===== config.mk =====
export PLATFORM = sky130hd
export DESIGN_NAME = z16_fetch_unit
export DESIGN_NICKNAME = d
export VERILOG_FILES = /design/src/rtl/z16_fetch_unit.sv
export SDC_FILE = /design/constraint.sdc
export NUM_CORES = 1
export LEC_CHECK = 0
export ABC_CLOCK_PERIOD_IN_PS = 3300
export BUFFER_PORTS_ARGS = -buffer_cell sky130_fd_sc_hd__buf_2
export CORE_MARGIN = 2
export CORE_UTILIZATION = 40
export DETAILED_ROUTE_END_ITERATION = 16
export GPL_ROUTABILITY_DRIVEN = 0
export SYNTH_ARGS = -nofsm -noshare
export SYNTH_HDL_FRONTEND = slang
export SYNTH_SLANG_ARGS = --single-unit

===== constraint.sdc =====
create_clock -name i_clk -period 3.3 [get_ports i_clk]
set_clock_uncertainty 0.15 [all_clocks]
set_input_delay 0.495 -clock i_clk [delete_from_list [all_inputs] [get_ports i_clk]]
set_output_delay 0.495 -clock i_clk [all_outputs]
set_load 0.1 [all_outputs]

===== src/rtl/z16_fetch_unit.sv =====
// z16_fetch_unit: fetch PC, ROM addressing, prefetch queue with redirect/halt; optional Z16_FETCH_STATS_EN adds o_bubble_cnt
//   i_clk, i_rst (sync, active-high) | o_imem_addr/i_imem_instr: combinational ROM
//   o_instr/o_pc/o_valid/i_ready: queue head to decode | i_redirect/i_redirect_addr: flush+refetch | i_halt: stop fetching
//   o_bubble_cnt (Z16_FETCH_STATS_EN only): saturating count of non-halt cycles with no valid head
module z16_fetch_unit #(
  parameter int DEPTH = 4,
  parameter logic [15:0] RESET_PC = 16'h0000
) (
  input  logic        i_clk,
  input  logic        i_rst,
  output logic [15:0] o_imem_addr,
  input  logic [15:0] i_imem_instr,
  output logic [15:0] o_instr,
  output logic [15:0] o_pc,
  output logic        o_valid,
  input  logic        i_ready,
  input  logic        i_redirect,
  input  logic [15:0] i_redirect_addr,
  input  logic        i_halt
`ifdef Z16_FETCH_STATS_EN
  ,
  output logic [15:0] o_bubble_cnt
`endif
);
  localparam int AW = $clog2(DEPTH);
  localparam logic [AW:0] FULL = (AW+1)'(DEPTH);
  logic [15:0] pc;
  logic [AW:0] count;
  logic [AW-1:0] rd_ptr, wr_ptr;
  logic [15:0] q_instr [DEPTH];
  logic [15:0] q_pc [DEPTH];
  logic pop, push;
  assign o_valid = count != '0;
  assign pop = o_valid && i_ready;
  // a pop frees a slot in the same cycle, so a full queue can still accept
  assign push = !i_halt && !i_redirect && (count != FULL || pop);
  assign o_imem_addr = pc;
  assign o_instr = o_valid ? q_instr[rd_ptr] : '0;
  assign o_pc = o_valid ? q_pc[rd_ptr] : '0;
  always_ff @(posedge i_clk) begin
    if (i_rst) begin
      pc <= RESET_PC;
      count <= '0;
      rd_ptr <= '0;
      wr_ptr <= '0;
    end else if (i_redirect) begin
      pc <= i_redirect_addr & 16'hFFFE;
      count <= '0;
      rd_ptr <= '0;
      wr_ptr <= '0;
    end else begin
      if (pop) rd_ptr <= rd_ptr + 1'b1;
      if (push) begin
        wr_ptr <= wr_ptr + 1'b1;
        pc <= pc + 16'd2;
      end
      count <= count + (AW+1)'(push) - (AW+1)'(pop);
    end
  end
  always_ff @(posedge i_clk) begin
    if (push && !i_rst) begin
      q_instr[wr_ptr] <= i_imem_instr;
      q_pc[wr_ptr] <= pc;
    end
  end
`ifdef Z16_FETCH_STATS_EN
  always_ff @(posedge i_clk) begin
    if (i_rst) o_bubble_cnt <= '0;
    else if (!o_valid && !i_halt && o_bubble_cnt != 16'hFFFF) o_bubble_cnt <= o_bubble_cnt + 16'd1;
  end
`endif
endmodule


==> flow_summary.ini <==
[status]
status = completed

[die]
core_um2 = 14640
rows = 44
fp.dieH_um = 127.0
initial_core_util_pct = 41.34
die_w_um = 127.0
dieArea_um2 = 16140
pin_count = 86

[critical_path]
critPathMaxStageDelay_ns = 0.58
cp.buffers_inverters = 2
required_ns = 2.65
critical_path_class = reg -> out
path_depth = 4
critPathLaunchType = flip-flop
crit_family = buffers and inverters
path_max_fanout = 22
rr_startpoint = count[1]$_SDFF_PP0_
critPathCapture = o_pc[12]
r2r_cells = 10
path_cells = buf_4 > mux4_2 > and2_1 > buf_2
slowest_stage = mux4_2
cp-end-kind = output port
timing.rr.end = count[2]$_SDFF_PP0_
critPathArrivalTime_ns = 2.17
r2r_slack_ns = 0.95

[detailed_routing]
ant_nets = 0
vias = 3270
detailedRoute.firstIterationViolations = 190
wl_per_cell_um = 17.64
drt-total-wl_um = 11270
drc = 0
vias_per_cell = 5.117
drt_pass1_iterations = 4

[yosys]
synth_edf_count = 124
ys_async_sr_fraction_pct = 0
ys_types = 48
synth_seq_cells = 148
avgSynthCellArea_um2 = 17.40
synth_ff_type = edfxtp_1
yosys_warnings = 0
netlist_area_um2 = 6055
syn_inst = 348
yosysSeqAreaShare_pct = 69.44

[final_layout]
final_nets = 487
design_area_um2 = 7486
drive_above_1_share_pct = 37.80
antennaDiodeCount = 0
area_delta_synth_final_pct = 23.64
finalNonFillerCells = 639

[sta]
grt_setup_unrepaired = false
setup_slack_ns = 0.4861
finalSetupTns_ns = 0
finalSetupViolCount = 0
fin_crit_sh_pct = 85.27
hold_slack_ns = 0.1484
slew_headroom_pct = 66.31
slew_viol_final = 0
tightest_slew_ns = 0.5047
clock.fmax_ghz = 0.3554
finalHoldViolCount = 0
finalCriticalPeriod_ns = 2.814

[cts]
clockRootBuffer = clkbuf_16
cts.repair.resized = 0
clk_latency_ns = 0.41
cts_buffers = 17
cts_tree = built
cts_hold_buf = 0
cts_buffer_depth = 2
cts_setup_buffers = 0
cts_sinks = 148
path_clk_slew_ns = 0.06
htreeDepth = 4

[grt]
gr-usage-met3_pct = 3.769
antenna_found_initial = 0
grt_max_degree = 34
grt.met1_usage_pct = 18.96
grt_pass1_wl_um = 18020
grt_pass1_vias = 3407
grt_usage_pct = 14.84
grt_use_met2_pct = 25.02
grt_busiest_layer = met2
gr-total-overflow = 0

[power_and_ir_drop]
power_leakage_nw = 2.677
peakVddDrop_v = 0.0002844
p_per_area_nw_per_um2 = 639.0

[flow_run]
drv_cap = 0

[placed_design]
placed_area_um2 = 6822
numPlacedInstances = 607
port_buffers = 82
post-place-ws_ns = 0.7543
hpwl_um = 7244

[worst_hold_path]
worst_hold_path_type = in -> reg
[cell families after synthesis]
group / after synthesis / synth area share, %
AO/OA/AOI/OAI: 23 / 2.645
adder cells (fa/ha/maj): 8 / 1.777
XOR/XNOR: 15 / 2.170
flip-flops: 148 / 69.44
multiplexers: 32 / 11.70
other: 1 / 0.06194
AND/OR/NAND/NOR: 93 / 10.15
buffers and inverters: 28 / 2.067
[cells in the mapped netlist (all sizes together) (2+ instances only)]
master,instances,area [µm²]
o21ai,4,20.01
or3,2,12.51
xnor2,13,113.9
ha,7,87.58
nor3,4,25.02
buf,9,53.80
dfxtp,24,480.5
and2,34,214.0
nor4,6,68.82
and3,4,25.02
mux4,31,698.2
a311oi,2,17.52
nand3,3,15.01
nor2,21,81.33
nand4,2,18.77
xor2,2,17.52
edfxtp,124,3724
nor4b,3,47.54
a211oi,10,75.07
clkbuf,10,37.54
inv,8,30.03
nand2,8,30.03
a21oi,3,15.01
[worst min-delay path by stage]
| stage | startpoint | endpoint | slack (ns) | depth (start not counted) |
|---|---|---|---|---|
| 2_1_floorplan | rd_ptr[1]$_SDFFE_PP0N_ | flip-flop | 0.33 | 2 |
| 6_report | i_imem_instr[5] | q_instr[1][5]$_DFFE_PP_ | 0.15 | 1 |
| 4_1_cts | i_imem_instr[5] | q_instr[0][5]$_DFFE_PP_ | 0.13 | 1 |
| 3_5_place_dp | rd_ptr[1]$_SDFFE_PP0N_ | flip-flop | 0.36 | 2 |
| 5_1_grt | i_imem_instr[3] | q_instr[1][3]$_DFFE_PP_ | 0.14 | 1 |
| 3_3_place_gp | rd_ptr[1]$_SDFFE_PP0N_ | rd_ptr[1]$_SDFFE_PP0N_ | 0.36 | 2 |
[per-stage QoR]
step	total power, mW	utilization (%)
floorplan	2.574	-
global placement	2.696	46.58
detailed placement	2.704	46.58
finish	4.783	51.12
CTS	4.822	51.12
global route	4.927	51.12
[layout make-up]
| class | count | area [µm²] |
|---|---|---|
| clock inverter | 13 | 231.5 |
| clock buffer | 19 | 432.9 |
| fill | 1225 | 7158 |
| timing repair buffer | 93 | 618.1 |
| multi-input combinational | 173 | 1734 |
| tap | 184 | 230.2 |
| inverter | 9 | 33.78 |
| sequential | 148 | 4205 |
[placed cells by master (no fill, tap or decap), types with 3 or more instances in the layout]
master	n
ha_1	7
buf_2	77
buf_4	7
a21oi_1	3
a211oi_1	10
xnor2_1	13
and2_1	33
o21ai_0	3
clkinv_4	4
buf_12	9
mux4_2	31
nand2_1	8
dfxtp_1	23
nand3_1	3
edfxtp_1	124
nor4_2	5
and3_2	4
nor3_1	3
bufinv_16	6
nor2_1	20
inv_1	8
clkbuf_16	17
[layer usage]
layer | wire length, µm | vias up | part of all wire [%]
li1 | - | 1536 | -
met1 | 4857 | 1647 | 43
met2 | 5762 | 76 | 51
met3 | 529 | 11 | 4.7
met4 | 121 | 0 | 1.1
met5 | 0 | - | 0
[power by group]
part	switching, mW	internal (mW)	leakage (nW)
registers	0.0428	2.06	1.33
logic	0.425	0.126	1.03
clock network	0.709	1.42	0.319
[flip-flops by register name, indices dropped and copies added, names as in the netlist, named ones only]
signal and count:
count 3, o_imem_addr 15, q_instr 64, q_pc 60, rd_ptr 2, wr_ptr 2
[worst register-to-register path: stages, from the launching register on]
cell and delay [ns]:
dfxtp_1 0.45, nor4b_4 0.09, nor2_2 0.33, nand2_1 0.11, ha_1 0.30, inv_1 0.05, ha_1 0.13, inv_1 0.05
fa_1 0.37, xnor2_1 0.16, nor2_1 0.05
(Power assumes the default switching activity.)
